--- src/rtl/vram_arbiter_pkg.sv ---
// vram_arbiter_pkg: shared VGA timing constants, framebuffer geometry, pixel width and arbiter FSM encoding.
package vram_arbiter_pkg;
   localparam int VGA_H_BEFORE = 144;
   localparam int VGA_V_BEFORE = 35;
   localparam int VGA_FB_W     = 160;
   localparam int VGA_FB_DEPTH = 19200;
   localparam int RGB_W        = 12;
   localparam int ADDR_W       = 15;
   localparam int POS_W        = 12;
   typedef enum logic [1:0] {IDLE, DISP, WRITE, TURN} arb_state_t;
endpackage

--- src/rtl/vram_addr_gen.sv ---
// vram_addr_gen: combinational scan position to framebuffer word address (one word per 4x4 pixel block).
module vram_addr_gen
   import vram_arbiter_pkg::*;
#(
   parameter int H_BEFORE = VGA_H_BEFORE,
   parameter int V_BEFORE = VGA_V_BEFORE,
   parameter int FB_W     = VGA_FB_W
)(
   input  logic [POS_W-1:0]  x_poi,
   input  logic [POS_W-1:0]  y_poi,
   output logic [ADDR_W-1:0] addr
);
   logic [POS_W-1:0]  x_rel, y_rel;
   logic [ADDR_W-1:0] col, row;
   assign x_rel = x_poi - POS_W'(H_BEFORE);
   assign y_rel = y_poi - POS_W'(V_BEFORE);
   assign col   = ADDR_W'(x_rel >> 2);
   assign row   = ADDR_W'(y_rel >> 2);
   // 160 = 128 + 32, so the row stride needs no multiplier
   if (FB_W == 160) begin : g_shift
      assign addr = (row << 7) + (row << 5) + col;
   end else begin : g_mul
      assign addr = ADDR_W'(int'(row) * FB_W) + col;
   end
endmodule

--- src/rtl/vram_arbiter.sv ---
// vram_arbiter: single-port VRAM arbiter between VGA scanout fetch and a drawing client.
// Define VRAM_BLANK_WR_ONLY_EN to restrict client writes to the blanking interval.
module vram_arbiter
   import vram_arbiter_pkg::*;
#(
   parameter int H_BEFORE = VGA_H_BEFORE,
   parameter int V_BEFORE = VGA_V_BEFORE,
   parameter int FB_W     = VGA_FB_W,
   parameter int FB_DEPTH = VGA_FB_DEPTH
)(
   input  logic              vga_clk,
   input  logic              rst_n,
   input  logic [POS_W-1:0]  x_poi,
   input  logic [POS_W-1:0]  y_poi,
   input  logic              is_display,
   input  logic              wr_req,
   input  logic [ADDR_W-1:0] wr_addr,
   input  logic [RGB_W-1:0]  wr_data,
   output logic              wr_ack,
   output logic              wr_err,
   output logic [ADDR_W-1:0] ram_addr,
   output logic              ram_we,
   output logic [RGB_W-1:0]  ram_wdata,
   input  logic [RGB_W-1:0]  ram_rdata,
   output logic [RGB_W-1:0]  pixel_rgb,
   output logic              disp_valid
);
   arb_state_t        state, state_nx;
   logic [ADDR_W-1:0] fetch_addr;
   logic [1:0]        phase;
   logic              fetch_slot, wr_ok, wr_bad, bad_q, disp_d1, rd_valid;
   logic [RGB_W-1:0]  pix_hold;

   vram_addr_gen #(
      .H_BEFORE(H_BEFORE),
      .V_BEFORE(V_BEFORE),
      .FB_W(FB_W)
   ) u_addr_gen (
      .x_poi(x_poi),
      .y_poi(y_poi),
      .addr(fetch_addr)
   );

   assign phase      = x_poi[1:0] - 2'(H_BEFORE);
   assign fetch_slot = is_display && (phase == 2'b00);
   assign wr_bad     = int'(wr_addr) >= FB_DEPTH;
`ifdef VRAM_BLANK_WR_ONLY_EN
   assign wr_ok = wr_req && !is_display;
`else
   assign wr_ok = wr_req;
`endif

   always_ff @(posedge vga_clk or negedge rst_n)
      if (!rst_n) state <= IDLE;
      else        state <= state_nx;

   // A fetch slot pre-empts everything, including the TURN that normally follows a write
   always_comb
      state_nx = fetch_slot                    ? DISP
               : (state == WRITE)              ? TURN
               : (wr_ok && state != TURN)      ? WRITE
               : IDLE;

   always_comb begin
      wr_ack = (state == WRITE);
      wr_err = wr_ack && bad_q;
      ram_we = wr_ack && !bad_q;
   end

   always_ff @(posedge vga_clk or negedge rst_n)
      if (!rst_n) begin
         ram_addr   <= '0;
         ram_wdata  <= '0;
         bad_q      <= 1'b0;
         disp_d1    <= 1'b0;
         disp_valid <= 1'b0;
         rd_valid   <= 1'b0;
         pix_hold   <= '0;
      end else begin
         if (state_nx == DISP) ram_addr <= fetch_addr;
         if (state_nx == WRITE) begin
            ram_addr  <= wr_addr;
            ram_wdata <= wr_data;
            bad_q     <= wr_bad;
         end
         disp_d1    <= is_display;
         disp_valid <= disp_d1;
         rd_valid   <= (state == DISP);
         if (rd_valid) pix_hold <= ram_rdata;
      end

   // The freshly read word is shown directly in its first pixel, then held for the other three
   assign pixel_rgb = !disp_valid ? '0 : rd_valid ? ram_rdata : pix_hold;
endmodule

--- config.mk ---
export PLATFORM = sky130hd
export DESIGN_NAME = vram_arbiter
export DESIGN_NICKNAME = d
export VERILOG_FILES = /design/src/rtl/vram_arbiter_pkg.sv /design/src/rtl/vram_addr_gen.sv /design/src/rtl/vram_arbiter.sv
export SDC_FILE = /design/constraint.sdc
export NUM_CORES = 1
export LEC_CHECK = 0
export ABC_AREA = 1
export BUFFER_PORTS_ARGS = -buffer_cell sky130_fd_sc_hd__buf_2
export CELL_PAD_IN_SITES_DETAIL_PLACEMENT = 1
export CELL_PAD_IN_SITES_GLOBAL_PLACEMENT = 1
export CORE_MARGIN = 8
export CORE_UTILIZATION = 37
export CTS_CLUSTER_DIAMETER = 150
export DETAILED_ROUTE_END_ITERATION = 8
export GPL_TIMING_DRIVEN = 0
export HOLD_SLACK_MARGIN = 0.05
export PLACE_DENSITY = 0.9
export SLEW_MARGIN = 20
export SYNTH_ARGS = -nofsm -noshare
export SYNTH_HDL_FRONTEND = slang
export SYNTH_SLANG_ARGS = --single-unit
--- constraint.sdc ---
create_clock -name vga_clk -period 2.8 [get_ports vga_clk]
set_clock_uncertainty 0.1 [all_clocks]
set_input_delay 0.28 -clock vga_clk [delete_from_list [all_inputs] [get_ports vga_clk]]
set_output_delay 0.28 -clock vga_clk [all_outputs]
set_load 0.01 [all_outputs]
==> flow_summary.toml <==
[outcome]
status = "finished clean"

[synthesis]
yosysSeqAreaShare_pct = 39.40
synth_top_area_share_pct = 39.40
yosysUniqueCellTypes = 33
netlist_instances = 381
synth.avg_cell_area_um2 = 7.501
syn_area_mm2 = 0.002858
synth.largest_area_cell = "dfrtp_1"
yosys-top-cells-area = "dfrtp_1 39%, nand2_1 17%, a21oi_1 7.0%"
synth_nets = 467
yosysWarnings = 0
ys_seq_elements = 45

[timing]
setup_ws_ns = 0.07725
fmax_mhz = 367.3
final.setup.tns_ns = 0
min_period_ns = 2.723
finalHoldViolCount = 0
fin_crit_sh_pct = 97.24
tightest_slew_ns = 0.5662
rsz0062_at_grt = "yes"
slew_headroom_pct = 62.25
finalSetupViolCount = 0
drv_slew = 0

[setup_path]
start_kind = "input port"
crit_type = "input port to flip-flop"
crit_path_end_kind = "flip-flop"
crit_chain = "buf_6 -> inv_4 -> ha_4 -> inv_4 -> o21ai_4 -> nand3_2 -> xnor2_2 -> fa_1 -> ha_4 -> nand2_2 -> nand2_1 -> nand2_1 -> nand2_2 -> nand2_2 -> nand2_2 -> a21oi_2 -> or2_1 -> nand3_1 -> o211ai_1 -> nand2_1"
cp.required_ns = 2.89
cpPeakStageDelay_ns = 0.59
cp_max_fo = 4
rr_startpoint = "state[0]$_DFF_PN0_"
cpMostUsedCell = "nand2_2"
cp_num_buf_inv = 3
cp_data_arrival_time_ns = 2.81
slowest_stage = "fa_1"
cp-startpoint = "x_poi[4]"
cp_top_family = "adder cells"

[routing]
vias_per_cell = 4.905
firstDrtPassIters = 4
postRouteAntennaNets = 0
dr.first_iter.drc_count = 79
drc_errors = 0
routedWlPerCell_um = 15.92
wl_um = 9682
num_vias = 2982

[clock_tree]
clockBufferDepth = 2
clkSinkCount = 45
clock-root-buffer = "clkbuf_8"
cts_buffers = 5
clk_pin_slew_ns = 0.09
htreeDepth = 2
insertion_delay_ns = 0.29
cts_tree = "built"

[global_route]
grt_usage_pct = 16.80
grt_max_degree = 46
grt_pass1_vias = 3236
grt_pass1_wl_um = 15320
grt.overflow.total = 0
antenna_found_initial = 1

[floorplanning]
rows = 32
dieArea_mm2 = 0.01079
start_util_pct = 37.57
die_x_um = 103.9
coreArea_mm2 = 0.007607
die_h_um = 103.9
pin_count = 110

[layout]
final_cell_mix = "125 x nand2_1, 105 x buf_2, 45 x dfrtp_1"
n_antenna_cell = 0
nets = 591
synthToLayoutAreaGrowth_pct = 34.59
final_common_cell = "nand2_1"
drive_above_1_share_pct = 34.19

[power]
pwr-share-clk_pct = 11.3
p_seq_share_pct = 31.3
power-per-cell-area_mw_per_mm2 = 934.7
p_int_uw = 1906
p_leak_uw = 0.002134
power_frac_comb_pct = 57.4
ir_drop_uv = 419.6
p_switching_uw = 1689
swShare_pct = 46.97

[worst_hold_path]
holdCritPathClass = "input port to flip-flop"
min_from = "wr_data[5]"

[placed_design]
place_ws_ns = -0.4186
port_buffers = 109
dp_hpwl_um = 7363
gp_congestion = 0.7637

[flow_run]
cap_violations = 0
-- cell families after synthesis --
group | share of synthesized area [%]
compound gates | 11.12
xor+xnor | 3.634
fa+ha+maj | 9.107
buf+inv | 7.969
flops | 39.40
simple gates | 28.77
-- power groups by stage --
| stage | registers, uW | logic (uW) | clock network, uW |
|---|---|---|---|
| 2_1_floorplan | 1200 | 1150 | 0 |
| 3_3_place_gp | 1110 | 1870 | 0 |
| 3_5_place_dp | 1130 | 1970 | 0 |
| 4_1_cts | 1120 | 1980 | 420 |
| 5_1_grt | 1160 | 2340 | 449 |
| 6_report | 1120 | 2060 | 407 |
-- synthesized netlist by cell type (all sizes together) --
cell,count
a31oi,3
nand4,2
nand3,16
o211ai,3
nor3,2
or2,3
nand2,141
clkbuf,10
o21a,1
inv,47
o311ai,2
xnor2,3
xor2,8
fa,3
dfrtp,45
a21oi,41
o21ai,7
nor2,25
o21bai,1
buf,2
ha,16
-- area by class of cell --
| class | instances | area, um2 |
|---|---|---|
| Inverter | 47 | 186.4 |
| Timing Repair Buffer | 117 | 631.9 |
| Clock buffer | 5 | 68.82 |
| Sequential cell | 45 | 1126 |
| Buffer | 12 | 48.80 |
| Multi-Input combinational cell | 277 | 1635 |
| Fill cell | 983 | 3761 |
| Clock inverter | 3 | 21.27 |
| Tap cell | 102 | 127.6 |
-- final timing paths --
kind	cells after the start	slack, ns	to
setup / recovery	20	0.08	ram_addr[12]$_DFFE_PN0P_
hold / removal	3	0.07	ram_wdata[5]$_DFFE_PN0P_
setup reg to reg	9	0.31	ram_addr[5]$_DFFE_PN0P_
hold reg to reg	0	0.26	disp_valid$_DFF_PN0_
max in group asynchronous	2	1.79	ram_addr[11]$_DFFE_PN0P_
min in group asynchronous	2	0.42	ram_wdata[0]$_DFFE_PN0P_
-- worst reg2reg max path, cell delays in order, from the launching register on --
cell and delay, ns:
dfrtp_1 0.39, nor2_1 0.23, a21oi_1 0.07, a31oi_1 0.22
ha_1 0.27, clkbuf_1 0.25, inv_1 0.19, clkbuf_1 0.41
nor2_1 0.12, a21oi_1 0.17
-- sequential cells by signal, summed over array words and instances, names as in the netlist --
| signal | count |
|---|---|
| bad_q | 1 |
| disp_d1 | 1 |
| pix_hold | 12 |
| ram_addr | 15 |
| rd_valid | 1 |
| ram_wdata | 12 |
| state | 2 |
| disp_valid | 1 |
-- through the flow --
| stage | hold WS, ns | util [%] | total power, uW | cells | cell area (um2) |
|---|---|---|---|---|---|
| floorplan | -0.1156 | - | 2353 | 381 | 2858 |
| global placement | 0.2325 | 46.41 | 2981 | 592 | 3531 |
| detailed placement | 0.2418 | 46.41 | 3100 | 592 | 3531 |
| CTS | 0.06754 | 48.03 | 3529 | 601 | 3654 |
| global route | 0.06519 | 50.56 | 3948 | 608 | 3846 |
| finish | 0.07356 | 50.56 | 3595 | 608 | 3846 |
-- per-layer routing --
layer	routed length, um	up-vias	global-route usage [%]
met3	607	10	5.390
li1	-	1447	-
met4	97	2	2.482
met1	4048	1425	20.38
met2	4921	98	28.87
met5	8	-	0
-- what timing repair did --
| action | 4_1_cts | 5_1_grt |
|---|---|---|
| pin swaps | 2 | 22 |
| gates resized for setup | 5 | 35 |
| hold endpoints to repair | 1 | 45 |
| endpoints found under the setup margin | 2 | 4 |
| buffers inserted | 0 | 6 |
| hold buffers | 1 | 1 |
No activity file was read; power rests on OpenSTA's default activity.
